<file path="src/rtl/apb_master_arbiter.sv">
// apb_master_arbiter: shares one APB slave port between NREQ requesters using
// round-robin arbitration, runs each grant through SETUP/ACCESS and returns
// read data plus completion status to the winner.
// Optional feature macro: APB_TIMEOUT_EN. When defined, an ACCESS phase that
// sees PREADY low for TIMEOUT cycles is aborted and completes with rsp_err=1.
// When undefined, ACCESS waits indefinitely and rsp_err is tied to 0.
module apb_master_arbiter #(
  parameter int unsigned NREQ      = 2,
  parameter int unsigned ADDWIDTH  = 8,
  parameter int unsigned DATAWIDTH = 32,
  parameter int unsigned TIMEOUT   = 15
) (
  input  logic                            PCLK,
  input  logic                            PRESETn,
  input  logic [NREQ-1:0]                 req_valid,
  input  logic [NREQ-1:0]                 req_write,
  input  logic [NREQ*ADDWIDTH-1:0]        req_addr,
  input  logic [NREQ*DATAWIDTH-1:0]       req_wdata,
  input  logic [NREQ*(DATAWIDTH/8)-1:0]   req_strb,
  output logic [NREQ-1:0]                 req_ack,
  output logic [DATAWIDTH-1:0]            rsp_rdata,
  output logic                            rsp_err,
  output logic                            PSEL,
  output logic                            PENABLE,
  output logic                            PWRITE,
  output logic [ADDWIDTH-1:0]             PADDR,
  output logic [DATAWIDTH-1:0]            PWDATA,
  output logic [DATAWIDTH/8-1:0]          PSTRB,
  input  logic                            PREADY,
  input  logic [DATAWIDTH-1:0]            PRDATA
);

  localparam int unsigned STRBW = DATAWIDTH / 8;
  localparam int unsigned PTRW  = (NREQ > 1) ? $clog2(NREQ) : 1;

  typedef enum logic [1:0] {IDLE, SETUP, ACCESS} state_t;

  // Reject parameter sets the datapath is not built for
  if (NREQ < 2 || NREQ > 8 || (DATAWIDTH % 8) != 0 || TIMEOUT == 0) begin : g_bad_params
    $error("apb_master_arbiter: unsupported parameter set");
  end

  state_t            state;
  logic [PTRW-1:0]   ptr;
  logic [PTRW-1:0]   gnt;
  logic [NREQ-1:0]   elig;
  logic              found;
  logic [PTRW-1:0]   sel;
  logic [PTRW-1:0]   idx;

`ifdef APB_TIMEOUT_EN
  localparam int unsigned TOW = $clog2(TIMEOUT + 1);
  logic [TOW-1:0]    wait_cnt;
`endif

  // Round-robin pick: first eligible requester at or after the pointer; the
  // req_ack mask keeps a requester from being re-granted in its own ack cycle
  always_comb begin
    elig  = req_valid & ~req_ack;
    found = 1'b0;
    sel   = '0;
    idx   = '0;
    for (int unsigned k = 0; k < NREQ; k++) begin
      idx = PTRW'((32'(ptr) + k) % NREQ);
      if (!found && elig[idx]) begin
        found = 1'b1;
        sel   = idx;
      end
    end
  end

  // APB sequencer with registered bus and response outputs
  always_ff @(posedge PCLK) begin
    if (!PRESETn) begin
      state     <= IDLE;
      ptr       <= '0;
      gnt       <= '0;
      req_ack   <= '0;
      rsp_rdata <= '0;
      rsp_err   <= 1'b0;
      PSEL      <= 1'b0;
      PENABLE   <= 1'b0;
      PWRITE    <= 1'b0;
      PADDR     <= '0;
      PWDATA    <= '0;
      PSTRB     <= '0;
`ifdef APB_TIMEOUT_EN
      wait_cnt  <= '0;
`endif
    end else begin
      req_ack <= '0;
      rsp_err <= 1'b0;
      case (state)
        IDLE: begin
          if (found) begin
            gnt     <= sel;
            ptr     <= PTRW'((32'(sel) + 32'd1) % NREQ);
            PWRITE  <= req_write[sel];
            PADDR   <= req_addr[32'(sel)*ADDWIDTH +: ADDWIDTH];
            PWDATA  <= req_wdata[32'(sel)*DATAWIDTH +: DATAWIDTH];
            PSTRB   <= req_strb[32'(sel)*STRBW +: STRBW];
            PSEL    <= 1'b1;
            PENABLE <= 1'b0;
            state   <= SETUP;
          end
        end
        SETUP: begin
          PENABLE  <= 1'b1;
          state    <= ACCESS;
`ifdef APB_TIMEOUT_EN
          wait_cnt <= '0;
`endif
        end
        ACCESS: begin
          if (PREADY) begin
            PSEL         <= 1'b0;
            PENABLE      <= 1'b0;
            state        <= IDLE;
            req_ack[gnt] <= 1'b1;
            rsp_rdata    <= PWRITE ? '0 : PRDATA;
          end
`ifdef APB_TIMEOUT_EN
          else if (wait_cnt == TOW'(TIMEOUT - 1)) begin
            // Slave stalled too long: abort and report the error to the requester
            PSEL         <= 1'b0;
            PENABLE      <= 1'b0;
            state        <= IDLE;
            req_ack[gnt] <= 1'b1;
            rsp_rdata    <= '0;
            rsp_err      <= 1'b1;
            wait_cnt     <= '0;
          end else begin
            wait_cnt <= wait_cnt + TOW'(1);
          end
`endif
        end
        default: state <= IDLE;
      endcase
    end
  end

endmodule

</file>
<file path="config.mk">
export PLATFORM = sky130hd
export DESIGN_NAME = apb_master_arbiter
export DESIGN_NICKNAME = d
export VERILOG_FILES = /design/src/rtl/apb_master_arbiter.sv
export SDC_FILE = /design/constraint.sdc
export NUM_CORES = 1
export LEC_CHECK = 0
export BUFFER_PORTS_ARGS = -buffer_cell sky130_fd_sc_hd__buf_2
export CAP_MARGIN = 10
export CORE_MARGIN = 2
export CORE_UTILIZATION = 43
export CTS_CLUSTER_SIZE = 10
export DETAILED_ROUTE_END_ITERATION = 12
export GPL_TIMING_DRIVEN = 0
export PLACE_DENSITY = 0.83
export REMOVE_ABC_BUFFERS = 1
export SLEW_MARGIN = 20
export SYNTH_ARGS = -nofsm -noshare
export SYNTH_HDL_FRONTEND = slang
export SYNTH_SLANG_ARGS = --single-unit
</file>
<file path="constraint.sdc">
create_clock -name PCLK -period 1.6 [get_ports PCLK]
set_input_delay 0.08 -clock PCLK [delete_from_list [all_inputs] [get_ports PCLK]]
set_output_delay 0.08 -clock PCLK [all_outputs]
set_load 0.01 [all_outputs]
</file>
==> out/results.md <==
| Item | Reported | Unit |
|:---|:---|:---|
| Synth-to-Final Area Change | 80.3 | % |
| Wire length after detailed routing | 15900 | um |
| Violated checks | hold timing | - |
| Worst Hold Path EP | PSTRB[1]$_SDFFE_PN0P_ | - |
| Setup_tns | 0 | ns |
| Vias in the first global route | 4812 | - |
| Maxcap violations | 0 | - |
| Std cell rows | 32 | - |
| Hold Path Cell Cnt | 3 | - |
| CTS root buf | sky130_fd_sc_hd__clkbuf_8 | - |
| Top Ports | 209 | - |
| Endpoint class of the critical path | flip-flop | - |
| Maximum number of pins on one net before global-route repair | 42 | - |
| Met2 layer wire length in the routed design | 7850 | um |
| Internal power consumption | 0.00373 | W |
| Fraction of power spent switching nets | 33.0 | % |
| Post-synthesis sequential area ratio | 48.9 | % |
| Number of filler instances in the final layout | 474 | - |
| Category of the worst setup path launch point | flip-flop | - |
| Chip width | 93.9 | um |
| Part of the total power dissipated in the clock network | 25.9 | % |
| Clock insertion delay at the later pin of the skew report | 0.36 | ns |
| Cell type contributing the most total cell area after synthesis | sky130_fd_sc_hd__dfxtp_1 | - |
| Starting density of the core | 44.8 | % |
| Final hold violations | 3 | - |
| Hold WS | -0.0113 | ns |
| Highest signal layer in the routed design | met4 | - |
| ANT nets after route | 0 | - |
| Worst-case clock skew | 0.0149 | ns |
| RePlAce Congestion | 0.737 | - |
| Switch Pwr | 0.00184 | W |
| Cells on worst reg2reg path | 6 | - |
| Routed length per instance | 19.7 | um |
| Port Buffers | 207 | - |
| Area share of the leading cell type in the synthesized netlist | 48.9 | % |
| Congestion Overflow GR | 0 | - |
| DRC violation count after routing | 0 | - |
| Final count of pins violating max slew | 0 | - |
| Shortest period the worst path allows | 1.55 | ns |
| Reg power frac | 43.8 | % |
| Outcome | complete, but fails checks | - |
| Clock slew at the register clock pins of the worst setup and hold paths | 0.10 | ns |
| Fmax | 643 | MHz |
| DRT met1 WL | 5750 | um |
| Overall die area | 0.00882 | mm2 |
| Maximum ir drop on the vdd rail | 450 | uV |
| Share of post-route cells with drive strength above 1 | 37.5 | % |
| Total CTS buffers | 9 | - |
| Initial antenna violation count | 2 | - |
| FF-to-FF setup slack | 0.05 | ns |
| First-pass GRT wire length | 23200 | um |
| Die Height | 93.9 | um |
| Vias per inst | 5.70 | - |
| Iteration-0 DRC Markers | 272 | - |
| Sinks on the clock net | 85 | - |
| CTS tree | built | - |
| Worst min-delay path class | primary input to flip-flop | - |
| Yosys cell types | 33 | - |
| Average cell area after synthesis | 9.27 | um2 |
| Total setup violations reported at the end of the flow | 0 | - |
| Placeable Area | 0.00777 | mm2 |
| Worst reg2reg endpoint | PWDATA[4]$_SDFFE_PN0P_ | - |
| Number of H-tree levels | 3 | - |
| Worst path arrival time | 1.80 | ns |
| Crit path max fanout | 11 | - |
| Pleak | 2.87 | nW |
| CTS max path bufs | 2 | - |
| Post-synthesis sequential element count | 85 | - |
| Synthesized area | 0.00348 | mm2 |
| Total met3 wirelength after detailed routing | 1320 | um |
| Required time at the endpoint of the critical path | 1.85 | ns |
| Syn. warnings | 0 | - |
| Period utilisation layout | 97.1 | % |
| First-pass detailed-route iteration total | 5 | - |
| Ratio of total power to cell area | 887 | mW/mm2 |
| Hold Path Origin | req_strb[1] | - |
| Start-to-end type of the worst setup path | flip-flop to flip-flop | - |
| Via total after detailed routing | 4613 | - |
| Worst reg2reg path startpoint | state[1]$_SDFFE_PN0P_ | - |
| Final nets | 829 | - |
| Most area-consuming cells after synthesis | sky130_fd_sc_hd__dfxtp_1, sky130_fd_sc_hd__nand3_1, sky130_fd_sc_hd__o311ai_1, sky130_fd_sc_hd__a22o_1, sky130_fd_sc_hd__inv_1 | - |
| Sum of net half-perimeters after detailed placement | 7610 | um |
| GR Util All Layers | 33.9 | % |
| Gate power share | 30.2 | % |
| Synthesized netlist cell count | 375 | - |
routing by layer:
metal  GRT usage (%)  vias to the layer above
li1                -                     2031
met2            60.9                      319
met3            10.5                      105
met4            21.7                        0
met1            33.4                     2158
met5               0                        -
critical path, cell delays in order, from the launching register on:
cell and delay (ns):
sky130_fd_sc_hd__dfxtp_1 0.35, sky130_fd_sc_hd__inv_2 0.09, sky130_fd_sc_hd__ha_4 0.21, sky130_fd_sc_hd__and4b_4 0.36
sky130_fd_sc_hd__buf_12 0.17, sky130_fd_sc_hd__nand3_1 0.12, sky130_fd_sc_hd__o311ai_1 0.13
cells by family (layout without fill, tap and decap cells):
logic type	count (synthesis)	count (layout)	synth area share [%]
and+or+nand+nor	107	107	15.9
adders and majority gates	3	3	1.08
muxes	2	2	0.576
other	1	4	0.108
DFF	85	85	48.9
buffers and inverters	87	413	11.0
AOI/OAI and AO/OA	90	93	22.3
Yosys cell counts:
library cell and instances:
sky130_fd_sc_hd__nand3_1 91, sky130_fd_sc_hd__dfxtp_1 85, sky130_fd_sc_hd__inv_1 49, sky130_fd_sc_hd__o311ai_1 40, sky130_fd_sc_hd__a22o_1 32, sky130_fd_sc_hd__buf_2 19, sky130_fd_sc_hd__clkbuf_1 11, sky130_fd_sc_hd__buf_4 5
sky130_fd_sc_hd__o311ai_0 5, sky130_fd_sc_hd__nor2_1 4, sky130_fd_sc_hd__a21oi_1 3, sky130_fd_sc_hd__ha_1 3, sky130_fd_sc_hd__nand2_1 3, sky130_fd_sc_hd__and4b_1 2, sky130_fd_sc_hd__buf_6 2, sky130_fd_sc_hd__mux2i_1 2
sky130_fd_sc_hd__o21ai_0 2, sky130_fd_sc_hd__or3b_1 2, sky130_fd_sc_hd__a2111oi_0 1, sky130_fd_sc_hd__a21boi_1 1, sky130_fd_sc_hd__a21o_1 1, sky130_fd_sc_hd__a21oi_4 1, sky130_fd_sc_hd__a311oi_1 1, sky130_fd_sc_hd__a31oi_1 1
sky130_fd_sc_hd__a41o_1 1, sky130_fd_sc_hd__conb_1 1, sky130_fd_sc_hd__inv_2 1, sky130_fd_sc_hd__nand2b_1 1, sky130_fd_sc_hd__nand2b_2 1, sky130_fd_sc_hd__nand3b_1 1, sky130_fd_sc_hd__nor2b_1 1, sky130_fd_sc_hd__o221a_2 1
sky130_fd_sc_hd__or3_1 1
worst max path at each step:
stage | startpoint | cells after the start | endpoint | slack [ns]
after detailed placement | state[0]$_SDFFE_PN0P_ | 5 | PWDATA[19]$_SDFFE_PN0P_ | -0.59
after global routing | state[1]$_SDFFE_PN0P_ | 6 | PWDATA[17]$_SDFFE_PN0P_ | -0.01
final | state[1]$_SDFFE_PN0P_ | 6 | PWDATA[4]$_SDFFE_PN0P_ | 0.05
after floorplan | state[0]$_SDFFE_PN0P_ | 4 | rsp_rdata[0]$_SDFFE_PN0P_ | -0.59
after CTS | state[1]$_SDFFE_PN0P_ | 6 | PWDATA[19]$_SDFFE_PN0P_ | 0.0007
after global placement | state[0]$_SDFFE_PN0P_ | 4 | rsp_rdata[9]$_SDFFE_PN0P_ | -1.11
power groups by stage:
stage               sequential, W  combinational, W  clock [W]
finish                    0.00244           0.00168    0.00144
global route              0.00246           0.00179    0.00152
CTS                       0.00242           0.00143    0.00143
detailed placement        0.00246           0.00113          0
global placement          0.00246           0.00102          0
floorplan                 0.00255          0.000461          0
final cells by class:
class	instances	area, um2	share of cell area, %
sequential	85	1700	27.1
clock buffer	9	124	1.98
inverter	50	190	3.03
antenna	3	7.51	0.120
timing repair buffer	347	2570	41.1
multi-input combinational	206	1490	23.7
clock inverter	7	56.3	0.898
tap	102	128	2.04
per-stage QoR:
stage / cell area, um2 / std cells / utilization [%] / setup slack, ns / total power [W]
final: 6270 / 809 / 80.7 / 0.0458 / 0.00556
after global routing: 6270 / 808 / 80.7 / -0.0114 / 0.00577
after CTS: 6060 / 794 / 78.0 / 0.000703 / 0.00529
after detailed placement: 4610 / 655 / 59.3 / -0.591 / 0.00359
after global placement: 4440 / 647 / 57.2 / -1.11 / 0.00348
after floorplan: 3280 / 338 / - / -0.591 / 0.00301
placed cells by master, fill, tap and decap left out, drive strengths merged:
cell / Yosys / layout
o311ai: 45 / 45
nor2b: 1 / 1
nand3b: 1 / 1
clkbuf: 11 / 12
a311oi: 1 / 1
and4b: 2 / 2
a21o: 1 / 1
clkinvlp: 0 / 1
mux2i: 2 / 2
inv: 50 / 53
a21boi: 1 / 1
a41o: 1 / 1
nand2: 3 / 3
nor2: 4 / 4
o221a: 1 / 1
a31oi: 1 / 1
clkinv: 0 / 3
a22o: 32 / 32
dfxtp: 85 / 85
a2111oi: 1 / 1
or3: 1 / 1
nand2b: 2 / 2
conb: 1 / 1
nand3: 91 / 91
a21oi: 4 / 7
dlygate4sd3: 0 / 117
buf: 26 / 227
ha: 3 / 3
or3b: 2 / 2
diode: 0 / 3
o21ai: 2 / 2
repair_timing:
item / in CTS / in global routing
cloned: 3 / 4
hold endpoints to repair: 77 / 0
gates resized for setup: 8 / 10
buffers inserted: 3 / 8
pin swaps: 3 / 3
hold buffers: 117 / 0
setup endpoints to repair: 77 / 56
state kept, by name, indices dropped and copies added (netlist names):
register,cells
req_ack,2
PSEL,1
PSTRB,4
ptr,1
PENABLE,1
gnt,1
state,2
PADDR,8
PWRITE,1
PWDATA,32
rsp_rdata,32
(Power assumes the default switching activity.)
